## config.mk

```make
export PLATFORM = sky130hd
export DESIGN_NAME = clk_div_ctrl_flat
export DESIGN_NICKNAME = d
export VERILOG_FILES = /design/src/rtl/clk_div_if.sv /design/src/rtl/clk_div_ctrl.sv /design/src/flat_wrapper.sv
export SDC_FILE = /design/constraint.sdc
export NUM_CORES = 1
export LEC_CHECK = 0
export BUFFER_PORTS_ARGS = -buffer_cell sky130_fd_sc_hd__buf_2
export CAP_MARGIN = 0
export CORE_UTILIZATION = 45
export CTS_CLUSTER_DIAMETER = 60
export DETAILED_ROUTE_END_ITERATION = 6
export GPL_ROUTABILITY_DRIVEN = 0
export PLACE_DENSITY = 0.63
export SLEW_MARGIN = 20
export SYNTH_ARGS = -nofsm -noshare
export SYNTH_HDL_FRONTEND = slang
export SYNTH_SLANG_ARGS = --single-unit
export TNS_END_PERCENT = 20
```

## constraint.sdc

```tcl
create_clock -name i_ref_clk -period 2 [get_ports i_ref_clk]
set_clock_uncertainty 0.05 [all_clocks]
set_input_delay 0.4 -clock i_ref_clk [delete_from_list [all_inputs] [get_ports i_ref_clk]]
set_output_delay 0.4 -clock i_ref_clk [all_outputs]
set_load 0.005 [all_outputs]
```

## src/rtl/clk_div_if.sv

```systemverilog
// Request/status bundle between the register file (master) and the divider
// sequencing controller (slave); everything lives in the ref-clock domain.
interface clk_div_if;
    logic       i_enable;
    logic       i_req_valid;
    logic [7:0] i_req_ratio;
    logic       o_req_ready;
    logic       o_clk_en;
    logic [7:0] o_div_ratio;
    logic       o_locked;
    logic       o_busy;
    logic       o_done;
    logic       o_err;

    modport master (
        output i_enable,
        output i_req_valid,
        output i_req_ratio,
        input  o_req_ready,
        input  o_clk_en,
        input  o_div_ratio,
        input  o_locked,
        input  o_busy,
        input  o_done,
        input  o_err
    );

    modport slave (
        input  i_enable,
        input  i_req_valid,
        input  i_req_ratio,
        output o_req_ready,
        output o_clk_en,
        output o_div_ratio,
        output o_locked,
        output o_busy,
        output o_done,
        output o_err
    );
endinterface

```

## src/rtl/clk_div_ctrl.sv

```systemverilog
// Glitch-safe enable/ratio sequencer for the ref-clock divider.
// Optional build macro CLK_DIV_CTRL_RATIO_CHECK_EN rejects ratio codes outside {1,4,8,16,32}.
module clk_div_ctrl #(
    parameter int unsigned SETTLE_CYC  = 4,
    parameter int unsigned LOCK_CYC    = 64,
    parameter logic [7:0]  RESET_RATIO = 8'd32
) (
    input logic     i_ref_clk,
    input logic     i_rst_n,
    clk_div_if.slave bus
);

    localparam logic [2:0] S_OFF   = 3'd0;
    localparam logic [2:0] S_DRAIN = 3'd1;
    localparam logic [2:0] S_LOAD  = 3'd2;
    localparam logic [2:0] S_LOCK  = 3'd3;
    localparam logic [2:0] S_RUN   = 3'd4;

    localparam int unsigned CNT_MAX = (SETTLE_CYC > LOCK_CYC) ? SETTLE_CYC : LOCK_CYC;
    localparam int unsigned CNT_W   = $clog2(CNT_MAX + 1);

    localparam logic [CNT_W-1:0] CNT_TOP     = CNT_W'(CNT_MAX);
    localparam logic [CNT_W-1:0] SETTLE_LAST = CNT_W'(SETTLE_CYC - 1);
    localparam logic [CNT_W-1:0] LOCK_LAST   = CNT_W'(LOCK_CYC - 1);

`ifdef CLK_DIV_CTRL_RATIO_CHECK_EN
    function automatic logic ratio_ok(input logic [7:0] r);
        return (r == 8'd1) || (r == 8'd4) || (r == 8'd8) ||
               (r == 8'd16) || (r == 8'd32);
    endfunction
`endif

    logic [2:0]       state;
    logic [CNT_W-1:0] cnt;
    logic [CNT_W-1:0] cnt_inc;
    logic             clk_en_q;
    logic [7:0]       ratio_q;
    logic [7:0]       pend_ratio;
    logic             pend;
    logic             locked_q;
    logic             done_q;
    logic             err_q;

    logic             ready;
    logic             accept;
    logic             legal;
    logic             commit_ok;
    logic             commit_err;

    assign ready  = (state == S_OFF) || (state == S_RUN);
    assign accept = bus.i_req_valid && ready;

`ifdef CLK_DIV_CTRL_RATIO_CHECK_EN
    assign legal = ratio_ok(bus.i_req_ratio);
`else
    assign legal = 1'b1;
`endif

    assign commit_ok  = accept && legal;
    assign commit_err = accept && !legal;

    // Saturating increment so a mis-set terminal count can never wrap the counter.
    assign cnt_inc = (cnt == CNT_TOP) ? cnt : cnt + 1'b1;

    always_ff @(posedge i_ref_clk or negedge i_rst_n) begin
        if (!i_rst_n) begin
            state    <= S_OFF;
            cnt      <= '0;
            clk_en_q <= 1'b0;
            ratio_q  <= RESET_RATIO;
            locked_q <= 1'b0;
            done_q   <= 1'b0;
            err_q    <= 1'b0;
            pend     <= 1'b0;
        end else begin
            done_q <= 1'b0;
            err_q  <= 1'b0;

            case (state)
                S_OFF: begin
                    // Divider is stopped, so a new ratio can be written straight through.
                    if (commit_ok) begin
                        ratio_q <= bus.i_req_ratio;
                        done_q  <= 1'b1;
                    end
                    if (commit_err) begin
                        err_q <= 1'b1;
                    end
                    if (bus.i_enable) begin
                        state    <= S_LOCK;
                        clk_en_q <= 1'b1;
                        cnt      <= '0;
                    end
                end

                S_RUN: begin
                    if (!bus.i_enable) begin
                        state    <= S_OFF;
                        clk_en_q <= 1'b0;
                        locked_q <= 1'b0;
                        if (commit_ok) begin
                            ratio_q <= bus.i_req_ratio;
                            done_q  <= 1'b1;
                        end
                        if (commit_err) begin
                            err_q <= 1'b1;
                        end
                    end else if (commit_err) begin
                        err_q <= 1'b1;
                    end else if (commit_ok) begin
                        if (bus.i_req_ratio == ratio_q) begin
                            done_q <= 1'b1;
                        end else begin
                            state    <= S_DRAIN;
                            clk_en_q <= 1'b0;
                            locked_q <= 1'b0;
                            cnt      <= '0;
                            pend     <= 1'b1;
                        end
                    end
                end

                S_DRAIN: begin
                    if (!bus.i_enable) begin
                        // Abort: divider is already stopped, so the latched ratio is safe to commit.
                        state    <= S_OFF;
                        clk_en_q <= 1'b0;
                        locked_q <= 1'b0;
                        ratio_q  <= pend_ratio;
                        done_q   <= pend;
                        pend     <= 1'b0;
                    end else if (cnt == SETTLE_LAST) begin
                        state   <= S_LOAD;
                        ratio_q <= pend_ratio;
                        cnt     <= '0;
                    end else begin
                        cnt <= cnt_inc;
                    end
                end

                S_LOAD: begin
                    if (!bus.i_enable) begin
                        state    <= S_OFF;
                        clk_en_q <= 1'b0;
                        locked_q <= 1'b0;
                        done_q   <= pend;
                        pend     <= 1'b0;
                    end else begin
                        state    <= S_LOCK;
                        clk_en_q <= 1'b1;
                        cnt      <= '0;
                    end
                end

                S_LOCK: begin
                    if (!bus.i_enable) begin
                        state    <= S_OFF;
                        clk_en_q <= 1'b0;
                        locked_q <= 1'b0;
                        done_q   <= pend;
                        pend     <= 1'b0;
                    end else if (cnt == LOCK_LAST) begin
                        state    <= S_RUN;
                        locked_q <= 1'b1;
                        done_q   <= pend;
                        pend     <= 1'b0;
                    end else begin
                        cnt <= cnt_inc;
                    end
                end

                default: begin
                    state    <= S_OFF;
                    clk_en_q <= 1'b0;
                    locked_q <= 1'b0;
                    cnt      <= '0;
                    pend     <= 1'b0;
                end
            endcase
        end
    end

    // Pending ratio is plain data: only meaningful while a change is in flight.
    always_ff @(posedge i_ref_clk) begin
        if ((state == S_RUN) && bus.i_enable && commit_ok) begin
            pend_ratio <= bus.i_req_ratio;
        end
    end

    assign bus.o_req_ready = ready;
    assign bus.o_busy      = (state == S_DRAIN) || (state == S_LOAD) || (state == S_LOCK);
    assign bus.o_clk_en    = clk_en_q;
    assign bus.o_div_ratio = ratio_q;
    assign bus.o_locked    = locked_q;
    assign bus.o_done      = done_q;
    assign bus.o_err       = err_q;

endmodule

```

## src/flat_wrapper.sv

```systemverilog
// flat-port wrapper written by rule: the top's interface ports become plain ports
module clk_div_ctrl_flat 
#(
    parameter int unsigned SETTLE_CYC  = 4,
    parameter int unsigned LOCK_CYC    = 64,
    parameter logic [7:0]  RESET_RATIO = 8'd32
)
  (i_ref_clk, i_rst_n, bus_i_enable, bus_i_req_valid, bus_i_req_ratio, bus_o_req_ready, bus_o_clk_en, bus_o_div_ratio, bus_o_locked, bus_o_busy, bus_o_done, bus_o_err);
  clk_div_if bus_i ();
  input logic i_ref_clk;
  input logic i_rst_n;
  input wire logic [$bits(bus_i.i_enable)-1:0] bus_i_enable;
  input wire logic [$bits(bus_i.i_req_valid)-1:0] bus_i_req_valid;
  input wire logic [$bits(bus_i.i_req_ratio)-1:0] bus_i_req_ratio;
  output wire logic [$bits(bus_i.o_req_ready)-1:0] bus_o_req_ready;
  output wire logic [$bits(bus_i.o_clk_en)-1:0] bus_o_clk_en;
  output wire logic [$bits(bus_i.o_div_ratio)-1:0] bus_o_div_ratio;
  output wire logic [$bits(bus_i.o_locked)-1:0] bus_o_locked;
  output wire logic [$bits(bus_i.o_busy)-1:0] bus_o_busy;
  output wire logic [$bits(bus_i.o_done)-1:0] bus_o_done;
  output wire logic [$bits(bus_i.o_err)-1:0] bus_o_err;
  assign bus_i.i_enable = bus_i_enable;
  assign bus_i.i_req_valid = bus_i_req_valid;
  assign bus_i.i_req_ratio = bus_i_req_ratio;
  assign bus_o_req_ready = bus_i.o_req_ready;
  assign bus_o_clk_en = bus_i.o_clk_en;
  assign bus_o_div_ratio = bus_i.o_div_ratio;
  assign bus_o_locked = bus_i.o_locked;
  assign bus_o_busy = bus_i.o_busy;
  assign bus_o_done = bus_i.o_done;
  assign bus_o_err = bus_i.o_err;
  clk_div_ctrl #(.SETTLE_CYC(SETTLE_CYC), .LOCK_CYC(LOCK_CYC), .RESET_RATIO(RESET_RATIO)) u_core (.i_ref_clk(i_ref_clk), .i_rst_n(i_rst_n), .bus(bus_i));
endmodule
```

## Yosys cells after proc, flatten, opt, wreduce, memory -nomap -nowiden

Index checks and enable logic that the tools add are counted.

| storage, ports and cells | value |
|---|---|
| word-level logic and storage cells | 99 |
| output and inout port bits | 14 |
| bits in registers | 30 |

| operators by class | value |
|---|---|
| reduce and logical (&&, ||, !) cells | 17 |
| add/subtract/negate cells | 1 |
| eq/ne operators | 23 |
| bitwise gates (word level) | 1 |
| mux-type cells | 49 |

Operators by type and width:

| kind | number |
|---|---|
| $mux W7 | 9 |
| $mux W8 | 4 |
| $pmux W7 S4 | 1 |
| $mux W3 | 8 |
| $pmux W8 S3 | 1 |
| $mux W1 | 20 |
| $ne A2 B2 Y1 const B | 9 |
| $pmux W1 S4 | 4 |
| $pmux W3 S5 | 1 |
| $reduce_and A5 Y1 | 2 |
| $ne A3 B2 Y1 const B | 3 |
| $eq A8 B8 Y1 | 1 |
| $add A7 B1 Y7 const B | 1 |
| $eq A7 B2 Y1 const B | 1 |
| $eq A7 B6 Y1 const B | 1 |
| $eq A7 B7 Y1 const B | 1 |
| $reduce_and A7 Y1 | 1 |
| $eq A3 B2 Y1 const B | 2 |
| $reduce_and A6 Y1 | 1 |
| $reduce_or A2 Y1 | 3 |
| $ne A2 B1 Y1 const B | 2 |
| $reduce_and A4 Y1 | 1 |
| $eq A3 B1 Y1 const B | 1 |
| $eq A3 B3 Y1 const B | 1 |
| other kinds (8) | 12 |

## Longest topological paths before layout

| depth | value |
|---|---|
| word-level depth | 6 |
| depth in mapped cells | 6 |
| mapped depth without buffers | 6 |

## Worst setup path before layout

Ideal clock, no wire load.

| timing path | value |
|---|---|
| path type | register -> register |
| start point | register u_core.state[1] |
| end point | register u_core.pend_ratio[0], enable pin |
| clock period less this slack | 1.745 ns |
| cell stages (with the launch flop) | 5 |
| arrival time | 1.324 ns |
| data required time | 1.580 ns |
| setup slack | 0.255 ns |
| cell sequence | dfrtp_1 -> buf_2 -> nor2_2 -> nand2_1 -> nor2_1 |

| between the ends | value |
|---|---|
| word-level cells in the longest chain between the ends | 4 |
| elaborated cells on any way between the ends | 6 |

RTL lines:

| item | RTL line | source |
|---|---|---|
| from (decl) | clk_div_ctrl.sv:33 | `logic [2:0] state;` |
| from (signal assigned) | clk_div_ctrl.sv:67 | `state <= S_OFF;` |
| from (signal assigned) | clk_div_ctrl.sv:90 | `state <= S_LOCK;` |
| from (signal assigned) | clk_div_ctrl.sv:98 | `state <= S_OFF;` |
| $eq A3 B3 Y1 or $logic_not A3 Y1 (tied branches) | clk_div_ctrl.sv:50 | `assign ready = (state == S_OFF) \|\| (state == S_RUN);` |
| $logic_or A1 B1 Y1 * | clk_div_ctrl.sv:50 |  |
| named net bus_o_req_ready | flat_wrapper.sv:15 | `output wire logic [$bits(bus_i.o_req_ready)-1:0] bus_o_req_ready;` |
| $logic_and A1 B1 Y1 * | clk_div_ctrl.sv:51 | `assign accept = bus.i_req_valid && ready;` |
| $logic_and A1 B1 Y1 * | clk_div_ctrl.sv:185 | `if ((state == S_RUN) && bus.i_enable && commit_ok) begin` |
| to (signal assigned) | clk_div_ctrl.sv:186 | `pend_ratio <= bus.i_req_ratio;` |
| to (decl) | clk_div_ctrl.sv:38 | `logic [7:0] pend_ratio;` |

The timed path passes the listed nets; every way through them passes the cells marked *.
A chain may end at the register's enable or synchronous reset.

## Worst setup path in the final report

| timing path | value |
|---|---|
| start point | register u_core.cnt[1] |
| end point | register u_core.cnt[3] |

| between the ends | value |
|---|---|
| word-level cells in the longest chain between the ends | 5 |
| elaborated cells on any way between the ends | 12 |

RTL lines:

| item | RTL line | source |
|---|---|---|
| from (decl) | clk_div_ctrl.sv:34 | `logic [CNT_W-1:0] cnt;` |
| from (signal assigned) | clk_div_ctrl.sv:137 | `cnt <= cnt_inc;` |
| from (signal assigned) | clk_div_ctrl.sv:168 | `cnt <= cnt_inc;` |
| $add A7 B1 Y7 or $eq A7 B7 Y1 (tied branches) | clk_div_ctrl.sv:63 | `assign cnt_inc = (cnt == CNT_TOP) ? cnt : cnt + 1'b1;` |
| $mux W7 | clk_div_ctrl.sv:63 |  |
| $mux W7 (on tied branches) | clk_div_ctrl.sv:162, clk_div_ctrl.sv:132 |  |
| $mux W7 (on tied branches) | clk_div_ctrl.sv:156, clk_div_ctrl.sv:124 |  |
| $pmux W7 S4 | clk_div_ctrl.sv:79 | `case (state)` |

Several ways; a longest one is shown, not always the timed one. The select of a mux whose other input is x is not followed.

==> impl_metrics.csv <==
group,metric,value,unit
route,post_drt_wl_per_cell,14.8,um
placement,place_inst,231,
route,drc,0,
pwr,ir_drop,0.000406,V
clocking,cts_tree,"yes",
floorplanning,die_h,63.1,um
worst_setup_path,cp.required,2.15,ns
worst_setup_path,worst-path-buf-inv,1,
min_path,min_path_type,"input port to async pin",
synthesis,syn_nets,170,
finish,layout_common_cells,"buf_2 (24), dfrtp_1 (21), nand3_1 (12)",
route,drtIter0Drc,35,
sta,fin_crit_sh,93.7,%
finish,final_common_cell,"buf_2",
worst_setup_path,reg2reg_depth,7,
synthesis,synth_xor_area_share,4.17,%
clocking,root_buffer,"clkbuf_8",
clocking,ctsHoldBuffers,0,
floorplanning,chipWidth,63.1,um
synthesis,synth_mux_area_share,10.7,%
floorplanning,row_count,21,
synthesis,ys.flop_type,"dfrtp_1",
finish,final_nets,207,
grt,antenna_found_initial,0,
pwr,total_power,1.70,mW
grt,grt_pass1_vias,1298,
floorplanning,start_util,48.5,%
route,vias,1328,
sta,hold-worst-slack,0.0233,ns
clocking,clk_latency,0.28,ns
worst_setup_path,cp_slowest_cell,"dfrtp_1",
placement,dpl_cell_area,1900,sq um
worst_setup_path,r2r_start,"u_core.cnt[1]$_DFFE_PN0P_",
worst_setup_path,max_stage_delay,0.41,ns
clocking,cts-buffers-inserted,5,
grt,grt_util_all_layers,19.9,%
synthesis,synth_top_family_by_area,"simple AND/OR/NAND/NOR gates",
synthesis,synth_compound_gate_area_share,15.9,%
route,ant_nets,0,
synthesis,avgSynthCellArea,10.8,sq um
sta,finalCriticalPeriod,1.87,ns
sta,fin_ws,0.127,ns
finish,design_area,2000,sq um
pwr,p_per_area,854,nW/um^2
sta,fin_tns_setup,0,ns
grt,grt-ovfl-total,0,
synthesis,synth_seq_cells,30,
synthesis,synth-seq-area-share,47.1,%
synthesis,synth_fa_ha_area_share,1.49,%
synthesis,async_flop_share,73.3,%
clocking,clk_pin_slew,0.07,ns
sta,maxSlewViolCount,0,
clocking,clock_sinks,30,
sta,max_freq,0.534,GHz
worst_setup_path,crit_path_start_kind,"flip-flop",
route,via_per_inst,5.53,
worst_setup_path,arrival,2.02,ns
finish,area_delta_synth_final,18.7,%
sta,finalSetupViolations,0,
synthesis,syn_area,1680,sq um
worst_setup_path,end_kind,"flip-flop",
finish,drive_above_1_share,30.4,%
sta,rsz0062_at_grt,"false",
grt,grt_pass1_wl,6070,um
placement,portBuffers,24,
synthesis,synth_cell_types,45,
pwr,total_leakage_power,0.824,nW
clocking,clockBufferDepth,2,
finish,finalNonFillerCells,240,
synthesis,yosys_warnings,0,
worst_setup_path,crit_path_max_fanout,6,
floorplanning,dieArea,3990,sq um
route,drt_wl_total,3540,um
flow_run,cap_violations,0,
outcome,outcome,"complete, no violations",
floorplanning,core,3470,sq um
grt,grt_max_degree,23,
synthesis,synth_cells,156,
placement,pre_cts_slack,0.0916,ns
sta,hold_viol_final,0,
finish,diodes,0,
clocking,cts_max_level,2,
finish,fin_util,57.5,%
synthesis,synth_edf_count,8,
worst_setup_path,r2r_end,"u_core.cnt[3]$_DFFE_PN0P_",
synthesis,yosys.area_share.simple,17.3,%
worst_setup_path,critical_path_class,"flip-flop to flip-flop",
worst_setup_path,path_cells,"ha_2, and4b_1, nand3_2, a2bb2oi_4, buf_4, a22oi_1, o22ai_1",
placement,hpwl,2580,um
route,first_pass_iters,4,
worst_setup_path,r2r_slack,0.13,ns
worst_setup_path,cp_top_family,"compound AO/OA/AOI/OAI gates",
floorplanning,ios,26,
synth_stat cells (2+ instances only):
cell        n  area share (%)
nand2_1    10             2.2
nand2b_1    4             1.5
edfxtp_1    8              14
nand3_1    12             3.6
mux2_2      8             5.4
dfrtp_1    21              31
inv_1       8             1.8
nand4_1     2            0.74
o2bb2ai_1   5             2.6
nor2_2      2            0.74
a22oi_1     2            0.89
ha_1        2             1.5
o21a_1      2            0.89
nor2_1     10             2.2
and2_1      2            0.74
xnor2_1     8             4.2
o21ai_0     3            0.89
mux2_1      8             5.4
and3_1      3             1.1
o22ai_1     4             1.5
buf_2       3            0.89
o21ai_1     2            0.60
a21oi_1     5             1.5
power by group:
part | internal (mW) | switching (mW) | leakage [nW] | total (mW)
Clock | 0.238 | 0.221 | 0.0426 | 0.459
Sequential | 0.713 | 0.0900 | 0.349 | 0.803
Combinational | 0.228 | 0.213 | 0.433 | 0.440
Total | 1.18 | 0.524 | 0.824 | 1.70
routing by layer:
layer	share of wire (%)	global-route usage, %	vias to the layer above	wire length [um]
met3	5.5	4.89	7	195
met2	48	32.5	50	1710
li1	-	-	641	-
met1	44	25.1	630	1580
met5	0	0	-	0
met4	1.8	7.85	0	62
worst max path at each step:
stage / from / endpoint / slack (ns) / depth (start not counted)
6_report: u_core.cnt[1]$_DFFE_PN0P_ / u_core.cnt[3]$_DFFE_PN0P_ / 0.13 / 7
5_1_grt: u_core.cnt[1]$_DFFE_PN0P_ / u_core.cnt[3]$_DFFE_PN0P_ / 0.03 / 7
4_1_cts: u_core.cnt[1]$_DFFE_PN0P_ / u_core.cnt[0]$_DFFE_PN0P_ / 0.08 / 6
3_5_place_dp: u_core.cnt[1]$_DFFE_PN0P_ / u_core.cnt[0]$_DFFE_PN0P_ / 0.09 / 6
3_3_place_gp: u_core.cnt[1]$_DFFE_PN0P_ / u_core.cnt[0]$_DFFE_PN0P_ / 0.16 / 6
2_1_floorplan: u_core.state[1]$_DFFE_PN0P_ / u_core.pend_ratio[0]$_DFFE_PP_ / 0.26 / 4
worst register-to-register path: stages, from the launching register on:
cell and delay (ns):
dfrtp_1 0.41, ha_2 0.27, and4b_1 0.27, nand3_2 0.15
a2bb2oi_4 0.24, buf_4 0.16, a22oi_1 0.08, o22ai_1 0.17
state kept, by name, summed over array words and instances, names as in the netlist:
register / count
u_core.pend_ratio: 8
u_core.bus.o_clk_en: 1
u_core.bus.o_div_ratio: 8
u_core.cnt: 7
u_core.bus.o_locked: 1
u_core.state: 3
u_core.pend: 1
u_core.bus.o_done: 1
cell type report:
type | instances | area [sq um]
Clock buffer | 6 | 72.6
Clock inverter | 2 | 8.76
Fill cell | 320 | 1470
Inverter | 8 | 30.0
Multi-Input combinational cell | 114 | 840
Sequential cell | 30 | 792
Tap cell | 46 | 57.6
Timing Repair Buffer | 34 | 195
what timing repair did:
item                                   4_1_cts  5_1_grt
gates resized for setup                      0        1
buffers inserted                             0        1
setup endpoints to repair                    0        3
endpoints found under the hold margin        0        0
cells by family after synthesis:
kind of cell,Yosys count
AO/OA/AOI/OAI,35
buffers and inverters,12
AND/OR/NAND/NOR,52
adder cells (fa/ha/maj),2
other,1
multiplexers,16
flip-flops,30
XOR/XNOR,8
(Power assumes the default switching activity.)
